--- src/rtl/uart_pkg.sv ---
// Shared UART definitions: frame geometry, minimum bit period and the
// receiver/transmitter state encodings used by both halves of the link.
package uart_pkg;

    localparam int DATA_BITS         = 8;
    localparam int MIN_CLOCK_PER_BIT = 4;
    localparam int CPB_W             = 16;

    typedef enum logic [2:0] {
        IDLE  = 3'd0,
        START = 3'd1,
        DATA  = 3'd2,
        STOP  = 3'd3,
        BREAK = 3'd4
    } rx_state_t;

    typedef enum logic [1:0] {
        TX_IDLE  = 2'd0,
        TX_START = 2'd1,
        TX_DATA  = 2'd2,
        TX_STOP  = 2'd3
    } tx_state_t;

    // Last timer value of the first half bit; the start bit is checked here.
    function automatic logic [CPB_W-1:0] half_bit_last(input logic [CPB_W-1:0] cpb);
        return (cpb >> 1) - CPB_W'(1);
    endfunction

    function automatic logic [CPB_W-1:0] full_bit_last(input logic [CPB_W-1:0] cpb);
        return cpb - CPB_W'(1);
    endfunction

endpackage

--- src/rtl/uart_rx_sync.sv ---
// Metastability synchronizer for the asynchronous rx pad; resets to the idle
// (high) line level so a reset never looks like a start bit.
module uart_rx_sync #(
    parameter int SYNC_STAGES = 2
) (
    input  logic clk,
    input  logic rst,
    input  logic d,
    output logic q
);

    logic [SYNC_STAGES-1:0] sync_reg;

    always_ff @(posedge clk) begin
        if (rst) begin
            sync_reg <= '1;
        end else begin
            sync_reg <= {sync_reg[SYNC_STAGES-2:0], d};
        end
    end

    assign q = sync_reg[SYNC_STAGES-1];

endmodule

--- src/rtl/uart_rx.sv ---
// 8N1 UART receiver with runtime bit period, mid-bit sampling, glitch reject
// on the start bit and framing-error detection with break hold-off.
module uart_rx
    import uart_pkg::*;
#(
    parameter int SYNC_STAGES = 2,
    parameter int DATA_BITS   = uart_pkg::DATA_BITS
) (
    input  logic                 clk,
    input  logic                 rst,
    input  logic [15:0]          clock_per_bit,
    input  logic                 rx_i,
    output logic [DATA_BITS-1:0] rx_data_o,
    output logic                 rx_done_tick_o,
    output logic                 frame_err_o,
    output logic                 rx_busy_o
);

    localparam int CNT_W = $clog2(DATA_BITS);
    localparam logic [CNT_W-1:0] LAST_BIT = CNT_W'(DATA_BITS - 1);

    logic rx_s;

    rx_state_t            state_reg, state_next;
    logic [15:0]          cpb_reg, cpb_next;
    logic [15:0]          bit_timer_reg, bit_timer_next;
    logic [CNT_W-1:0]     bit_counter_reg, bit_counter_next;
    logic [DATA_BITS-1:0] shreg_reg, shreg_next;
    logic [DATA_BITS-1:0] rx_data_reg, rx_data_next;
    logic                 done_tick_reg, done_tick_next;
    logic                 frame_err_reg, frame_err_next;

    logic half_hit;
    logic full_hit;

    uart_rx_sync #(
        .SYNC_STAGES (SYNC_STAGES)
    ) u_sync (
        .clk (clk),
        .rst (rst),
        .d   (rx_i),
        .q   (rx_s)
    );

    assign half_hit = (bit_timer_reg == half_bit_last(cpb_reg));
    assign full_hit = (bit_timer_reg == full_bit_last(cpb_reg));

    always_ff @(posedge clk) begin
        if (rst) begin
            state_reg       <= IDLE;
            cpb_reg         <= '0;
            bit_timer_reg   <= '0;
            bit_counter_reg <= '0;
            shreg_reg       <= '0;
            rx_data_reg     <= '0;
            done_tick_reg   <= 1'b0;
            frame_err_reg   <= 1'b0;
        end else begin
            state_reg       <= state_next;
            cpb_reg         <= cpb_next;
            bit_timer_reg   <= bit_timer_next;
            bit_counter_reg <= bit_counter_next;
            shreg_reg       <= shreg_next;
            rx_data_reg     <= rx_data_next;
            done_tick_reg   <= done_tick_next;
            frame_err_reg   <= frame_err_next;
        end
    end

    always_comb begin
        state_next       = state_reg;
        cpb_next         = cpb_reg;
        bit_timer_next   = bit_timer_reg;
        bit_counter_next = bit_counter_reg;
        shreg_next       = shreg_reg;
        rx_data_next     = rx_data_reg;
        done_tick_next   = 1'b0;
        frame_err_next   = 1'b0;

        case (state_reg)
            IDLE: begin
                if (!rx_s) begin
                    state_next     = START;
                    cpb_next       = clock_per_bit;
                    bit_timer_next = '0;
                end
            end

            START: begin
                if (half_hit) begin
                    bit_timer_next = '0;
                    // A line already back high at mid start bit was only a glitch.
                    state_next     = rx_s ? IDLE : DATA;
                end else begin
                    bit_timer_next = bit_timer_reg + 16'd1;
                end
            end

            DATA: begin
                if (full_hit) begin
                    shreg_next     = {rx_s, shreg_reg[DATA_BITS-1:1]};
                    bit_timer_next = '0;
                    if (bit_counter_reg == LAST_BIT) begin
                        bit_counter_next = '0;
                        state_next       = STOP;
                    end else begin
                        bit_counter_next = bit_counter_reg + CNT_W'(1);
                    end
                end else begin
                    bit_timer_next = bit_timer_reg + 16'd1;
                end
            end

            STOP: begin
                if (full_hit) begin
                    bit_timer_next = '0;
                    if (rx_s) begin
                        rx_data_next   = shreg_reg;
                        done_tick_next = 1'b1;
                        state_next     = IDLE;
                    end else begin
                        frame_err_next = 1'b1;
                        state_next     = BREAK;
                    end
                end else begin
                    bit_timer_next = bit_timer_reg + 16'd1;
                end
            end

            BREAK: begin
                // Hold off until the line idles so a stuck-low line is one error, not many.
                if (rx_s) begin
                    state_next = IDLE;
                end
            end

            default: begin
                state_next = IDLE;
            end
        endcase
    end

    assign rx_data_o      = rx_data_reg;
    assign rx_done_tick_o = done_tick_reg;
    assign frame_err_o    = frame_err_reg;
    assign rx_busy_o      = (state_reg != IDLE);

endmodule

--- config.mk ---
export PLATFORM = sky130hd
export DESIGN_NAME = uart_rx
export DESIGN_NICKNAME = d
export VERILOG_FILES = /design/src/rtl/uart_pkg.sv /design/src/rtl/uart_rx_sync.sv /design/src/rtl/uart_rx.sv
export SDC_FILE = /design/constraint.sdc
export NUM_CORES = 1
export LEC_CHECK = 0
export CAP_MARGIN = 0
export CORE_ASPECT_RATIO = 0.8
export CORE_MARGIN = 1
export CORE_UTILIZATION = 50
export CTS_CLUSTER_DIAMETER = 40
export DETAILED_ROUTE_END_ITERATION = 10
export PLACE_DENSITY = 0.73
export SYNTH_ARGS = -nofsm -noshare
export SYNTH_HDL_FRONTEND = slang
export SYNTH_SLANG_ARGS = --single-unit
--- constraint.sdc ---
create_clock -name clk -period 2.8 [get_ports clk]
set_input_delay 0.56 -clock clk [delete_from_list [all_inputs] [get_ports clk]]
set_output_delay 0.56 -clock clk [all_outputs]
set_load 0.005 [all_outputs]
==> results of run 1 <==
report_power, final:
| group | switching [mW] | leakage (nW) | internal [mW] |
|---|---|---|---|
| clock | 0.367 | 0.0921 | 0.416 |
| combinational | 0.152 | 1.15 | 0.141 |
| sequential | 0.0140 | 0.469 | 0.835 |
| total | 0.533 | 1.71 | 1.39 |
placed cells by master, fill, tap and decap left out, drive strengths merged, types with 11 or more instances in the layout:
cell,instances
a211oi,11
a21oi,29
buf,24
clkdlybuf4s50,29
dfxtp,58
mux2i,21
nand2,54
nor2,40
nor3,12
o21ai,11
xnor2,26
xor2,12
Yosys cell counts, types with 2 or more instances:
master	n	area, sq um
a21oi_1	29	145
buf_4	2	15.0
o21a_1	2	15.0
a211o_1	2	17.5
clkbuf_1	29	109
o22a_1	3	26.3
nand2_1	54	203
ha_1	5	62.6
and4_1	3	26.3
nor4b_2	2	30.0
nor2_1	40	150
xnor2_1	26	228
dfxtp_1	58	1160
nor3_1	11	55.1
or2_2	5	31.3
and3_1	10	62.6
a211oi_1	11	82.6
o22ai_1	3	18.8
nand3_1	10	50.1
xor2_1	12	105
o21ai_0	11	55.1
nor4_1	4	25.0
nor4b_1	4	35.0
a22o_1	4	35.0
a21o_1	5	37.5
buf_2	8	40.0
inv_1	8	30.0
o2111ai_1	2	17.5
nand2b_1	4	25.0
a31oi_1	3	18.8
o31ai_1	4	30.0
nor3b_1	4	30.0
buf_1	3	11.3
and2_1	3	18.8
or3_1	4	25.0
or4_4	2	22.5
nand4_1	7	43.8
mux2i_1	21	210
worst max-delay path: cells and delay by family (launching register included):
| family | cells | cell delay [ps] |
|---|---|---|
| compound gates | 3 | 800 |
| buf+inv | 1 | 170 |
| flops | 1 | 310 |
| simple gates | 5 | 1280 |
layer usage:
metal  part of all wire  global-route usage
met2               0.43               0.330
met4             0.0063              0.0652
met3              0.048              0.0569
met5                  0                   0
met1               0.51               0.358
area by class of cell:
type,instances,area (sq um),share of cell area
Inverter,8,30.0,0.00722
Multi-Input combinational cell,324,2170,0.522
Clock inverter,7,78.8,0.0190
Clock buffer,9,124,0.0298
Tap cell,84,105,0.0253
Timing Repair Buffer,53,487,0.117
Sequential cell,58,1160,0.279
cell families (layout without fill, tap and decap cells):
kind of cell | Yosys count | in the layout
adders and majority gates | 5 | 5
AOI/OAI and AO/OA | 83 | 83
DFF | 58 | 58
xor gates and xnor gates | 38 | 38
buffers and inverters | 51 | 77
and+or+nand+nor | 177 | 177
muxes | 21 | 21
worst max path at each step:
stage | slack (ps) | endpoint | from | cells past startpoint
finish | 140 | bit_timer_reg[6] | cpb_reg[3] | 9
global route | -30 | bit_timer_reg[6] | cpb_reg[3] | 9
CTS | 100 | bit_timer_reg[6] | cpb_reg[6] | 10
detailed placement | 120 | bit_timer_reg[6] | cpb_reg[6] | 10
global placement | 170 | bit_timer_reg[10] | cpb_reg[6] | 10
floorplan | 110 | bit_timer_reg[6] | cpb_reg[2] | 12
==> flow_summary.json, run 1 <==
{
  "layout.cells.non_filler": 543,
  "first_iter_violations": 221,
  "synth_compound_gate_area_share": 0.156,
  "track_usage": 0.237,
  "synth_mux_area_frac": 0.0604,
  "min_from": "u_sync.sync_reg[0]",
  "period_share": 0.949,
  "finalHoldViolCount": 0,
  "drv_cap": 0,
  "min_period_ps": 2660,
  "fillers": 554,
  "via_per_inst": 5.67,
  "synth_top_family_by_area": "simple AND/OR/NAND/NOR gates",
  "fmax_mhz": 376,
  "synth_cell_type_count": 53,
  "synth-seq-cells": 58,
  "cp-start-kind": "register",
  "crit_chain": "or4_4 > nor4b_4 > nand3_1 > a221oi_2 > nand4_1 > a2bb2oi_2 > buf_12 > nor4b_2 > a211o_1",
  "numCtsBuffers": 9,
  "clock_skew_ps": 8.24,
  "rsz0062_at_grt": "yes",
  "r2r-end": "bit_timer_reg[6]",
  "hold_class": "register to register",
  "r2r_slack_ps": 140,
  "die-height_microns": 76.6,
  "synth_fa_ha_area_frac": 0.0180,
  "fin_util": 0.636,
  "grt_pass1_wl_microns": 13600,
  "wl_microns": 8070,
  "hold_end": "u_sync.sync_reg[1]",
  "syn_area_per_cell_sq_um": 8.04,
  "power.total_mw": 1.92,
  "antenna_found_initial": 0,
  "final_area_sq_um": 4160,
  "ios": 30,
  "first_pass_iters": 4,
  "io_buffers": 29,
  "postPlaceCellArea_sq_um": 3880,
  "vias": 3078,
  "nets": 478,
  "floorplan.core_area_sq_um": 6540,
  "status": "completed",
  "synthFlopType": "dfxtp_1",
  "post-place-ws_ps": 118,
  "place.gp.congestion": 0.921,
  "cp_data_required_time_ps": 3030,
  "overflow": 0,
  "initial_utilization": 0.532,
  "min_path_cells": 1,
  "dieWidth_microns": 95.3,
  "die_area_sq_um": 7300,
  "end_kind": "register",
  "hold_buffers": 0,
  "cts.sinks": 58,
  "wl_per_cell_microns": 14.9,
  "cp_slowest_stage_delay_ps": 550,
  "fin_hold_ws_ps": 412,
  "timing.rr.start": "cpb_reg[3]",
  "grt_max_degree": 42,
  "fin_ws_ps": 142,
  "setup_tns_ps": 0,
  "area_growth_pct": 19.5,
  "synth_xor_area_frac": 0.0956,
  "ys_warn_count": 0,
  "synth_edf_count": 0,
  "setup_viol": 0,
  "synthesis.area_sq_um": 3480,
  "path_clk_slew_ps": 80,
  "drc": 0,
  "layout-drive-gt1-share": 0.148,
  "slowest_stage": "or4_4",
  "clockBufferDepth": 2,
  "crit_type": "register to register",
  "synth_cells": 433,
  "diodes": 0,
  "dpl.cell_count": 527,
  "synth-simple-area-share": 0.274,
  "seq_area_frac_synth": 0.334,
  "synth_nets": 457,
  "worst_pin_slew_ps": 838,
  "rows": 26,
  "cts_tree": "built",
  "dp_hpwl_microns": 5980,
  "root_buffer": "clkbuf_8",
  "vdd_drop_max_mv": 0.386,
  "slew_headroom": 0.439,
  "cts_resized": 0,
  "cts_max_level": 3,
  "drv_slew": 0,
  "ant_nets": 0,
  "clk_latency_ps": 340,
  "crit_fanout": 20,
  "async_flop_share": 0,
  "grt_pass1_vias": 2805,
  "post_cts_buffers": 0,
  "leakagePower_nw": 1.71,
  "worstRegToRegCells": 9,
  "arrival_ps": 2890,
  "pwr_density_cell_nw_per_um2": 463
}
Note: power is estimated with default switching activity, not from simulation.
==> run 2, diff against run 1 <==
SKIP_LAST_GASP = 1   (was not set)
==> flow_summary.json, run 2 (synthesis results as in run 1) <==
{
  "layout.cells.non_filler": 543,
  "cp_data_required_time_ps": 3030,
  "finalHoldViolCount": 0,
  "io_buffers": 29,
  "rsz0062_at_grt": "yes",
  "dp_hpwl_microns": 5980,
  "worst_pin_slew_ps": 850,
  "crit_chain": "or4_4 > nor4b_4 > nand3_1 > a221oi_2 > nand4_1 > a2bb2oi_2 > buf_12 > nor4b_1 > a211o_1",
  "status": "completed",
  "vdd_drop_max_mv": 0.385,
  "wl_microns": 8100,
  "root_buffer": "clkbuf_8",
  "antenna_found_initial": 0,
  "setup_viol": 0,
  "drv_cap": 0,
  "leakagePower_nw": 1.71,
  "path_clk_slew_ps": 70,
  "rows": 26,
  "initial_utilization": 0.532,
  "layout-drive-gt1-share": 0.139,
  "grt_pass1_wl_microns": 13600,
  "clock_skew_ps": 6.61,
  "overflow": 0,
  "final_cell_mix": "58 x dfxtp_1, 54 x nand2_1, 39 x nor2_1",
  "place.gp.congestion": 0.921,
  "slowest_stage": "or4_4",
  "cts_tree": "built",
  "slew_headroom": 0.431,
  "dpl.cell_count": 527,
  "numCtsBuffers": 9,
  "first_pass_iters": 4,
  "clockBufferDepth": 2,
  "ios": 30,
  "grt_pass1_vias": 2805,
  "end_kind": "register",
  "via_per_inst": 5.72,
  "wl_per_cell_microns": 14.9,
  "post_cts_buffers": 0,
  "hold_class": "register to register",
  "die_area_sq_um": 7300,
  "layout_commonest_cell": "dfxtp_1",
  "ant_nets": 0,
  "die-height_microns": 76.6,
  "cts_max_level": 3,
  "arrival_ps": 2920,
  "track_usage": 0.237,
  "crit_fanout": 20,
  "clk_latency_ps": 330,
  "drc": 0,
  "hold_buffers": 0,
  "diodes": 0,
  "fin_util": 0.634,
  "period_share": 0.961,
  "pwr_density_cell_nw_per_um2": 464,
  "nets": 478,
  "cp_slowest_stage_delay_ps": 560,
  "min_period_ps": 2690,
  "vias": 3108,
  "fmax_mhz": 372,
  "dieWidth_microns": 95.3,
  "cts.sinks": 58,
  "crit_type": "register to register",
  "grt_max_degree": 42,
  "power.total_mw": 1.92,
  "first_iter_violations": 229,
  "cp-start-kind": "register",
  "floorplan.core_area_sq_um": 6540,
  "drv_slew": 0,
  "area_growth_pct": 19.0
}
==> run 2: cell counts in the layout (fill, tap and decap cells not counted) <==
No cell type changed its count.
==> run 2: area by class of cell <==
type / count / area, sq um
clock inverters: 7 / 78.8
fillers: 558 / 2400
inverters: 8 / 30.0
multi-input cells: 324 / 2160
clock buffers: 9 / 124
well taps: 84 / 105
flip-flops and latches: 58 / 1160
repair buffers: 53 / 487
==> run 2: critical path: cells and delay by family, from the launching register on <==
kind                   cells  cell delay, ps
DFF                        1             350
and+or+nand+nor            5            1260
AOI/OAI and AO/OA          3             800
buffers and inverters      1             170
==> run 2: final timing paths <==
path	from	endpoint	slack, ps	cells past startpoint
worst min-delay path	u_sync.sync_reg[0]	u_sync.sync_reg[1]	410	1
worst min register to register	u_sync.sync_reg[0]	u_sync.sync_reg[1]	410	1
worst max register to register	cpb_reg[7]	bit_timer_reg[6]	110	9
worst max-delay path	cpb_reg[7]	bit_timer_reg[6]	110	9
==> run 2: repair_timing <==
action,CTS,global route
setup endpoints to repair,0,33
endpoints found under the hold margin,0,0
gates resized for setup,0,11
==> run 2: through the flow <==
step | setup TNS [ps] | area, sq um | worst slack (ps) | hold slack [ps]
6_report | 0 | 4140 | 108 | 412
3_5_place_dp | 0 | 3880 | 118 | 394
5_1_grt | -317 | 4140 | -79.8 | 428
4_1_cts | 0 | 4090 | 105 | 412
2_1_floorplan | 0 | 3480 | 106 | 389
3_3_place_gp | 0 | 3880 | 167 | 393
==> run 2: report_power, final <==
part           internal (mW)  switching [mW]  leakage [nW]
Combinational          0.141           0.150          1.15
Sequential             0.835          0.0140         0.469
Clock                  0.416           0.367        0.0921
Total                   1.39           0.531          1.71
==> run 2: layer usage <==
metal / share of wire / GRT usage / vias up
met4: 0.0085 / 0.0652 / 0
met5: 0 / 0 / -
met1: 0.51 / 0.358 / 1478
met3: 0.059 / 0.0569 / 7
li1: - / - / 1553
met2: 0.43 / 0.330 / 70
==> run 3, diff against run 2 <==
CTS_BUF_LIST = sky130_fd_sc_hd__clkbuf_4 sky130_fd_sc_hd__clkbuf_8 sky130_fd_sc_hd__clkbuf_16   (was not set)
==> results of run 3 <==
No change in the layout: final DEF, timing and power equal those of run 2.
